[src/rtl/pipe_pkg.sv]
// Shared helpers for the pipe_stage_chain block: constant clog2, popcount and a
// saturating adder for the statistics counters.
package pipe_pkg;

    function automatic int clog2(input int n);
        int r;
        r = 0;
        while ((1 << r) < n) r++;
        return r;
    endfunction

    function automatic logic [6:0] popcount(input logic [63:0] x);
        logic [6:0] c;
        c = '0;
        for (int i = 0; i < 64; i++) c = c + {6'b0, x[i]};
        return c;
    endfunction

    // Adds b to a, clamping at 2^w-1 instead of wrapping.
    function automatic logic [63:0] sat_add(input logic [63:0] a, input logic [6:0] b, input int w);
        logic [63:0] lim;
        logic [63:0] s;
        lim = (w >= 64) ? '1 : ((64'd1 << w) - 64'd1);
        s = a + {57'b0, b};
        if (s > lim || s < a) s = lim;
        return s;
    endfunction

endpackage

[src/rtl/pipe_stage_slot.sv]
// One pipeline stage: valid/data registers plus its effective-valid and
// accept terms in the bubble-collapsing chain.
module pipe_stage_slot #(
    parameter int WIDTH = 32
) (
    input  logic             clk,
    input  logic             rst_n,
    input  logic             src_valid,
    input  logic [WIDTH-1:0] src_data,
    input  logic             flush,
    input  logic             acc_next,
    output logic             ev,
    output logic             acc,
    output logic             v,
    output logic             v_nxt,
    output logic [WIDTH-1:0] d
);

    // A killed item counts as a bubble this cycle, so the slot can refill at once.
    assign ev    = v & ~flush;
    assign acc   = ~ev | acc_next;
    assign v_nxt = acc ? src_valid : ev;

    always_ff @(posedge clk or negedge rst_n) begin
        if (!rst_n) begin
            v <= 1'b0;
            d <= '0;
        end else begin
            v <= v_nxt;
            if (acc && src_valid) d <= src_data;
        end
    end

endmodule

[src/rtl/pipe_stage_chain.sv]
// DEPTH-stage valid/ready pipeline with bubble collapsing, per-stage kill mask,
// occupancy and saturating kill statistics. Optional input skid register under
// PIPE_STAGE_CHAIN_SKID_BUFFER_EN.
module pipe_stage_chain
    import pipe_pkg::*;
#(
    parameter int WIDTH = 32,
    parameter int DEPTH = 4,
    parameter int CNT_W = 16
) (
    input  logic                        clk,
    input  logic                        rst_n,
    input  logic                        in_valid,
    output logic                        in_ready,
    input  logic [WIDTH-1:0]            in_data,
    output logic                        out_valid,
    input  logic                        out_ready,
    output logic [WIDTH-1:0]            out_data,
    input  logic [DEPTH-1:0]            flush_mask,
    output logic [clog2(DEPTH+1)-1:0]   occupancy,
    output logic [CNT_W-1:0]            kill_count
);

    localparam int OCC_W = clog2(DEPTH + 1);

    // Handshake: a transfer happens on a rising edge where valid and ready are
    // both high; valid never waits on ready, and data is only meaningful with valid.
    logic [DEPTH-1:0] v_vec;
    logic [DEPTH-1:0] v_nxt_vec;
    logic             acc0;
    logic             s0_valid;
    logic [WIDTH-1:0] s0_data;
    logic             kill_extra;

`ifdef PIPE_STAGE_CHAIN_SKID_BUFFER_EN
    logic             sv;
    logic [WIDTH-1:0] sd;

    // in_ready comes straight from a flop, so out_ready never reaches it combinationally.
    assign in_ready   = ~sv;
    assign s0_valid   = sv ? ~flush_mask[0] : in_valid;
    assign s0_data    = sv ? sd : in_data;
    assign kill_extra = sv & flush_mask[0];

    always_ff @(posedge clk or negedge rst_n) begin
        if (!rst_n) begin
            sv <= 1'b0;
            sd <= '0;
        end else if (sv) begin
            sv <= ~acc0 & ~flush_mask[0];
        end else begin
            sv <= in_valid & ~acc0;
            if (in_valid && !acc0) sd <= in_data;
        end
    end
`else
    assign in_ready   = acc0;
    assign s0_valid   = in_valid & acc0;
    assign s0_data    = in_data;
    assign kill_extra = 1'b0;
`endif

    for (genvar i = 0; i < DEPTH; i++) begin : g_stage
        logic             ev;
        logic             acc;
        logic             acc_next;
        logic             v;
        logic             v_nxt;
        logic             src_valid;
        logic [WIDTH-1:0] d;
        logic [WIDTH-1:0] src_data;

        if (i == DEPTH - 1) begin : g_tail
            assign acc_next = out_ready;
        end else begin : g_link
            assign acc_next = g_stage[i+1].acc;
        end

        if (i == 0) begin : g_head
            assign src_valid = s0_valid;
            assign src_data  = s0_data;
        end else begin : g_body
            assign src_valid = g_stage[i-1].ev;
            assign src_data  = g_stage[i-1].d;
        end

        pipe_stage_slot #(.WIDTH(WIDTH)) u_slot (
            .clk       (clk),
            .rst_n     (rst_n),
            .src_valid (src_valid),
            .src_data  (src_data),
            .flush     (flush_mask[i]),
            .acc_next  (acc_next),
            .ev        (ev),
            .acc       (acc),
            .v         (v),
            .v_nxt     (v_nxt),
            .d         (d)
        );

        assign v_vec[i]     = v;
        assign v_nxt_vec[i] = v_nxt;
    end

    assign acc0      = g_stage[0].acc;
    assign out_valid = g_stage[DEPTH-1].ev;
    assign out_data  = g_stage[DEPTH-1].d;

    always_ff @(posedge clk or negedge rst_n) begin
        if (!rst_n) begin
            occupancy  <= '0;
            kill_count <= '0;
        end else begin
            occupancy  <= OCC_W'(popcount(64'(v_nxt_vec)));
            kill_count <= CNT_W'(sat_add(64'(kill_count),
                                         popcount(64'(v_vec & flush_mask)) + {6'b0, kill_extra},
                                         CNT_W));
        end
    end

endmodule

[config.mk]
export PLATFORM = sky130hd
export DESIGN_NAME = pipe_stage_chain
export DESIGN_NICKNAME = d
export VERILOG_FILES = /design/src/rtl/pipe_pkg.sv /design/src/rtl/pipe_stage_slot.sv /design/src/rtl/pipe_stage_chain.sv
export SDC_FILE = /design/constraint.sdc
export NUM_CORES = 1
export LEC_CHECK = 0
export BUFFER_PORTS_ARGS = -buffer_cell sky130_fd_sc_hd__buf_2
export CAP_MARGIN = 40
export CORE_MARGIN = 8
export CORE_UTILIZATION = 55
export DETAILED_ROUTE_END_ITERATION = 12
export HOLD_SLACK_MARGIN = 0.06
export PLACE_DENSITY = 0.79
export SKIP_CTS_REPAIR_TIMING = 1
export SLEW_MARGIN = 20
export SYNTH_ARGS = -nofsm -noshare
export SYNTH_HDL_FRONTEND = slang
export SYNTH_SLANG_ARGS = --single-unit
export TNS_END_PERCENT = 10
[constraint.sdc]
create_clock -name clk -period 4.5 [get_ports clk]
set_input_delay 0.225 -clock clk [delete_from_list [all_inputs] [get_ports clk]]
set_output_delay 0.225 -clock clk [all_outputs]
set_load 0.1 [all_outputs]
==> load_flow_metrics.sql, run 1 <==
INSERT INTO impl_metrics (metric_group, metric, value, unit) VALUES
('outcome', 'outcome', 'finished clean', ''),
('synth', 'synth_cells', '436', ''),
('timing', 'hold_worst_slack', '0.0547', 'ns'),
('placement', 'placed_cell_area', '7070', 'um2'),
('floorplanning', 'row_count', '39', ''),
('worst_hold_path', 'hp-class', 'in -> reg', ''),
('routing', 'viasPerCell', '5.38', ''),
('timing', 'timing.final.ws_setup', '0.813', 'ns'),
('synth', 'ys_seq_area_share', '59.3', '%'),
('synth', 'synth-main-ff-cell', 'dfrtp_1', ''),
('timing', 'timing.clock.skew', '0.00821', 'ns'),
('worst_setup_path', 'critical_path.top_delay_family', 'adder cells', ''),
('floorplanning', 'initial_core_util', '56.1', '%'),
('global_route', 'grt.total_usage', '17.0', '%'),
('global_route', 'grt_pass1_vias', '4137', ''),
('pwr', 'power', '4.87', 'mW'),
('placement', 'dpl.hpwl', '8.61', 'mm'),
('worst_setup_path', 'arr_time_crit_path', '3.96', 'ns'),
('placement', 'gp_congestion', '0.803', ''),
('worst_setup_path', 'timing.rr.start', 'kill_count[0]', ''),
('timing', 'achievable-frequency', '0.271', 'GHz'),
('timing', 'timing.final.crit_period', '3.69', 'ns'),
('cells_and_area', 'instances_no_fill', '714', ''),
('worst_hold_path', 'hp-start', 'in_data[21]', ''),
('cells_and_area', 'utilization', '69.0', '%'),
('timing', 'setup-tns-final', '0', 'ns'),
('placement', 'placement.setup.worst_slack', '0.831', 'ns'),
('timing', 'count_of_final_setup_violators', '0', ''),
('routing', 'drt_iter0_markers', '166', ''),
('worst_setup_path', 'critPathSlowestCell', 'fa_1', ''),
('synth', 'avg_inst_size_synth', '14.6', 'um2'),
('run', 'maxCapViolCount', '0', ''),
('worst_setup_path', 'timing.setup.critical_path_class', 'reg -> reg', ''),
('routing', 'drcViolationCount', '0', ''),
('worst_setup_path', 'crit_required', '4.77', 'ns'),
('synth', 'synth_edf_count', '0', ''),
('clock_tree', 'clk_latency', '0.41', 'ns'),
('worst_setup_path', 'timing.critical_path.cells', 'inv_1 -> fa_1 -> fa_1 -> inv_1 -> a21oi_1 -> nor2_1 -> nand3_1 -> inv_1 -> ha_1 -> xor2_1 -> nand2_1 -> a211oi_1 -> o31a_1 -> buf_4 -> o211ai_2', ''),
('timing', 'timing.max_slew.rel_slack', '52.4', '%'),
('clock_tree', 'clkTransAtPathRegs', '0.06', 'ns'),
('floorplanning', 'die_h', '124', 'um'),
('pwr', 'power.density_cell_area', '621', 'nW/um2'),
('cells_and_area', 'layout-area-overhead-vs-synth', '23.1', '%'),
('clock_tree', 'ctsRootBufferMaster', 'clkbuf_16', ''),
('worst_setup_path', 'critical_path.n_buffers_inverters', '4', ''),
('floorplanning', 'die_area', '15300', 'um2'),
('timing', 'hold_violations', '0', ''),
('clock_tree', 'cts_max_level', '4', ''),
('global_route', 'grt_antenna_before_repair', '0', ''),
('synth', 'post_syn_area', '6370', 'um2'),
('timing', 'maxSlewViolCount', '0', ''),
('timing', 'tightest_slew', '0.713', 'ns'),
('floorplanning', 'die-width', '124', 'um'),
('routing', 'drt-total-wl', '12.4', 'mm'),
('worst_setup_path', 'worst_path_largest_cell_delay', '0.53', 'ns'),
('synth', 'synth_async_sr_flop_share', '100', '%'),
('pwr', 'leakagePower', '3.62', 'nW'),
('cells_and_area', 'final_design_area_no_fill', '7850', 'um2'),
('placement', 'total_of_buffers_placed_on_input_and_output_ports', '92', ''),
('routing', 'detail-route-antenna-nets', '0', ''),
('clock_tree', 'clock_tree.buffer_depth', '2', ''),
('worst_setup_path', 'worstSetupEndpointType', 'flop', ''),
('global_route', 'largest_net_degree_at_the_start_of_global_routing', '77', ''),
('global_route', 'grt.overflow.total', '0', ''),
('synth', 'synth.net_count', '491', ''),
('clock_tree', 'number_of_clock_sinks_seen_by_cts', '151', ''),
('global_route', 'grt_first_pass_wirelength', '20.2', 'mm'),
('routing', 'detailedRoute.firstPassIterationCount', '4', ''),
('worst_setup_path', 'crit_path_start_kind', 'flop', ''),
('placement', 'numPlacedInstances', '660', ''),
('worst_setup_path', 'crit_path_frequent_cell', 'inv_1', '');
worst register-to-register path, delay by kind of cell (launching register included):
family                     cells  cell delay (ns)
AOI/OAI and AO/OA              4             0.76
xor gates and xnor gates       1             0.24
adders and majority gates      3             1.23
buffers and inverters          4             0.56
DFF                            1             0.36
and+or+nand+nor                3             0.38
metal layers:
layer | wire (um) | GRT usage [%] | up-vias
met4 | 180 | 6.47 | 0
li1 | - | - | 1783
met3 | 565 | 4.08 | 17
met2 | 6300 | 28.5 | 77
met1 | 5320 | 20.8 | 1964
met5 | 0 | 0 | -
path summary, 6_finish.rpt:
path	end	depth (start not counted)	slack, ns
setup reg to reg	kill_count[10]	15	0.81
hold / removal	g_stage[0].u_slot.d[21]	2	0.05
min in group asynchronous	kill_count[13]	2	0.28
hold reg to reg	g_stage[1].u_slot.d[21]	1	0.49
max in group asynchronous	g_stage[1].u_slot.v	3	3.41
setup / recovery	kill_count[10]	15	0.81
flip-flops by register name, indices dropped and copies added (netlist names):
| register | cells |
|---|---|
| occupancy | 3 |
| g_stage.u_slot.v | 4 |
| g_stage.u_slot.d | 128 |
| kill_count | 16 |
cell usage in the layout (no fill, tap or decap), types with 3 or more instances in the layout:
| master | n |
|---|---|
| clkbuf_16 | 17 |
| mux2i_1 | 3 |
| xor2_1 | 5 |
| inv_1 | 20 |
| nand2b_1 | 3 |
| nand2_1 | 10 |
| a21oi_1 | 5 |
| dfrtp_1 | 151 |
| nand3_1 | 7 |
| xnor2_1 | 8 |
| nor3_1 | 3 |
| buf_4 | 4 |
| clkbuf_8 | 3 |
| o211ai_2 | 10 |
| fa_1 | 4 |
| nor2_1 | 8 |
| nand4_1 | 3 |
| clkinv_4 | 3 |
| nor2b_1 | 4 |
| ha_1 | 11 |
| mux2_1 | 3 |
| buf_16 | 4 |
| o211ai_1 | 6 |
| buf_2 | 91 |
| o21ai_0 | 3 |
| clkinvlp_4 | 3 |
| and3_1 | 5 |
| inv_6 | 4 |
| mux2_2 | 125 |
| dlygate4sd3_1 | 22 |
power by group:
part           total, mW  switching, mW  internal [mW]
Combinational       1.73           1.31          0.414
Sequential          1.84          0.162           1.68
Clock               1.31          0.548          0.757
Total               4.87           2.02           2.85
cells by family (layout without fill, tap and decap cells):
kind of cell               count (synthesis)  count (layout)  synth area share, %
buffers and inverters                     39             174                 3.00
AOI/OAI and AO/OA                         32              32                 4.38
DFF                                      151             151                 59.3
and+or+nand+nor                           55              55                 5.06
adders and majority gates                 15              15                 3.42
muxes                                    131             131                 23.1
xor gates and xnor gates                  13              13                 1.79
Yosys cell counts, types with 4 or more instances:
cell,number,area share (%)
and3_1,5,0.49
nor2_1,9,0.53
nor2b_1,6,0.59
xor2_1,5,0.69
a21oi_1,5,0.39
ha_1,11,2.2
o211ai_2,10,2.0
buf_2,5,0.39
xnor2_1,8,1.1
nand2_1,10,0.59
buf_4,4,0.47
nand3_1,7,0.55
mux2_2,125,22
inv_1,20,1.2
fa_1,4,1.3
o211ai_1,6,0.71
clkbuf_1,5,0.29
dfrtp_1,151,59
layout make-up:
| cell class | instances | area [um2] | area share, % |
|---|---|---|---|
| flip-flops and latches | 151 | 3780 | 48.2 |
| multi-input cells | 246 | 2430 | 30.9 |
| repair buffers | 122 | 827 | 10.5 |
| clock buffers | 21 | 470 | 6.00 |
| well taps | 143 | 179 | 2.28 |
| clock inverters | 11 | 88.8 | 1.13 |
| inverters | 20 | 75.1 | 0.957 |
(Power assumes the default switching activity.)
==> run 2, diff against run 1 <==
- clock period: 4.5 -> 3.63 ns (I/O delays scaled with it)
==> run 2 against run 1 <==
Against the previous run: die area is the same; hold slack better by 0.18 ns; power grew 29%; cell area increased by 3.0%; largest cell class unchanged.
==> load_flow_metrics.sql, run 2 (synthesized netlist as in run 1, its figures left out) <==
INSERT INTO impl_metrics (metric_group, metric, value, unit) VALUES
('outcome', 'outcome', 'finished clean', ''),
('global_route', 'grt_antenna_before_repair', '0', ''),
('floorplanning', 'die_area', '15300', 'um2'),
('cells_and_area', 'final_design_area_no_fill', '8080', 'um2'),
('cells_and_area', 'insertedDiodeCount', '0', ''),
('cells_and_area', 'instances_no_fill', '728', ''),
('worst_setup_path', 'timing.reg2reg.setup_slack', '0.18', 'ns'),
('global_route', 'grt.total_usage', '17.4', '%'),
('routing', 'drt_iter0_markers', '242', ''),
('worst_setup_path', 'regToRegEndpoint', 'kill_count[0]', ''),
('worst_setup_path', 'timing.setup.critical_path_class', 'reg -> reg', ''),
('cells_and_area', 'largest_registers', 'g_stage.u_slot.d (128), kill_count (16), g_stage.u_slot.v (4)', ''),
('cells_and_area', 'top_register', 'g_stage.u_slot.d', ''),
('timing', 'hold_worst_slack', '0.238', 'ns'),
('worst_hold_path', 'hp-class', 'in -> reg', ''),
('clock_tree', 'number_of_clock_sinks_seen_by_cts', '151', ''),
('cells_and_area', 'nets', '627', ''),
('floorplanning', 'boundaryPins', '93', ''),
('worst_setup_path', 'arr_time_crit_path', '3.77', 'ns'),
('worst_setup_path', 'crit_path_start_kind', 'flop', ''),
('placement', 'placed_cell_area', '7090', 'um2'),
('worst_setup_path', 'worstSetupEndpointType', 'flop', ''),
('routing', 'detail-route-antenna-nets', '0', ''),
('routing', 'viasPerCell', '5.38', ''),
('clock_tree', 'clkTransAtPathRegs', '0.06', 'ns'),
('worst_setup_path', 'crit_path_end', 'kill_count[0]', ''),
('placement', 'gp_congestion', '0.821', ''),
('pwr', 'vdd_drop_max', '0.000680', 'V'),
('routing', 'detailroute.via_count', '3919', ''),
('worst_setup_path', 'crit_required', '3.94', 'ns'),
('pwr', 'power.density_cell_area', '775', 'nW/um2'),
('timing', 'tightest_slew', '0.593', 'ns'),
('worst_setup_path', 'crit_path_start', 'kill_count[0]', ''),
('floorplanning', 'die_h', '124', 'um'),
('cells_and_area', 'flip_flop_count_of_the_largest_register_after_layout', '128', ''),
('floorplanning', 'row_count', '39', ''),
('routing', 'detailedRoute.firstPassIterationCount', '4', ''),
('clock_tree', 'cts_max_level', '4', ''),
('routing', 'drcViolationCount', '0', ''),
('timing', 'final_min_period_over_clock_period', '95.2', '%'),
('global_route', 'grt.overflow.total', '0', ''),
('clock_tree', 'numCtsBuffers', '17', ''),
('cells_and_area', 'final_common_cell', 'dfrtp_1', ''),
('placement', 'numPlacedInstances', '662', ''),
('cells_and_area', 'final_cell_mix', '150 x dfrtp_1, 125 x mux2_2, 91 x buf_2', ''),
('clock_tree', 'clock_tree.buffer_depth', '2', ''),
('placement', 'dpl.hpwl', '8.43', 'mm'),
('global_route', 'grt_first_pass_wirelength', '20.7', 'mm'),
('worst_setup_path', 'worst_r2r_path_depth', '12', ''),
('timing', 'achievable-frequency', '0.290', 'GHz'),
('clock_tree', 'clk_latency', '0.41', 'ns'),
('timing', 'count_of_final_setup_violators', '0', ''),
('worst_setup_path', 'critical_path_fanout_max', '16', ''),
('timing', 'timing.max_slew.rel_slack', '60.4', '%'),
('routing', 'routed_wire_length_per_instance', '17.8', 'um'),
('floorplanning', 'placeableCoreArea', '11400', 'um2'),
('timing', 'timing.clock.skew', '0.0112', 'ns'),
('clock_tree', 'clock_tree_from_tritoncts', 'done', ''),
('placement', 'total_of_buffers_placed_on_input_and_output_ports', '92', ''),
('cells_and_area', 'layout-area-overhead-vs-synth', '26.7', '%'),
('worst_setup_path', 'timing.rr.start', 'kill_count[0]', ''),
('timing', 'setup-tns-final', '0', 'ns'),
('floorplanning', 'die-width', '124', 'um'),
('timing', 'maxSlewViolCount', '0', ''),
('global_route', 'largest_net_degree_at_the_start_of_global_routing', '56', ''),
('timing', 'grt_setup_unrepaired', 'false', ''),
('global_route', 'grt_pass1_vias', '4160', ''),
('pwr', 'leakagePower', '3.71', 'nW'),
('floorplanning', 'initial_core_util', '56.1', '%'),
('timing', 'hold_violations', '0', ''),
('clock_tree', 'ctsRootBufferMaster', 'clkbuf_16', ''),
('run', 'maxCapViolCount', '0', ''),
('cells_and_area', 'post_route_cells_drive_above_1_share', '48.4', '%'),
('routing', 'drt-total-wl', '12.9', 'mm'),
('timing', 'timing.final.crit_period', '3.45', 'ns');
==> run 2: cell type report <==
type / count / area (um2)
sequential: 151 / 3780
fill: 755 / 3290
multi-input combinational: 246 / 2460
timing repair buffer: 136 / 960
clock buffer: 22 / 484
tap: 143 / 179
clock inverter: 10 / 140
inverter: 20 / 75.1
==> run 2: worst max-delay path, stage by stage (launching register included) <==
cell	delay [ns]
dfrtp_4	0.47
inv_1	0.07
fa_1	0.43
fa_2	0.36
inv_2	0.08
fa_1	0.44
ha_1	0.28
a21boi_0	0.12
o311ai_1	0.30
a211oi_1	0.12
o31a_1	0.34
buf_12	0.17
o211ai_1	0.18
==> run 2: per-stage QoR <==
stage          power [mW]  setup WS [ns]  utilization (%)
2_1_floorplan        4.03         0.0552                -
3_3_place_gp         4.38          0.206             61.5
3_5_place_dp         4.44         0.0347             62.3
4_1_cts              6.28         0.0155             67.8
5_1_grt              6.52         0.0309             71.0
6_report             6.26          0.176             71.0
==> run 2: how the worst min path moves through the flow <==
| stage | startpoint | end | slack (ns) | depth (start not counted) |
|---|---|---|---|---|
| after floorplan | rst_n | g_stage[0].u_slot.d[0] | -0.11 | 0 |
| after global placement | rst_n | kill_count[14] | 0.35 | 1 |
| after detailed placement | rst_n | kill_count[13] | 0.14 | 1 |
| after CTS | rst_n | kill_count[13] | -0.29 | 1 |
| after global routing | flush_mask[0] | g_stage[1].u_slot.v | 0.28 | 4 |
| final | flush_mask[0] | g_stage[1].u_slot.v | 0.24 | 4 |
==> run 2: power breakdown <==
group / switching [mW] / internal [mW] / total [mW]
sequential: 0.204 / 2.08 / 2.28
combinational: 1.64 / 0.526 / 2.17
clock: 0.657 / 1.16 / 1.81
total: 2.50 / 3.76 / 6.26
==> run 2: metal layers <==
layer / vias to the layer above / GRT usage [%] / routed length [um]
met4: 0 / 6.62 / 152
li1: 1806 / - / -
met3: 15 / 4.90 / 716
met5: - / 0 / 0
met2: 86 / 28.0 / 6630
met1: 2012 / 22.1 / 5430
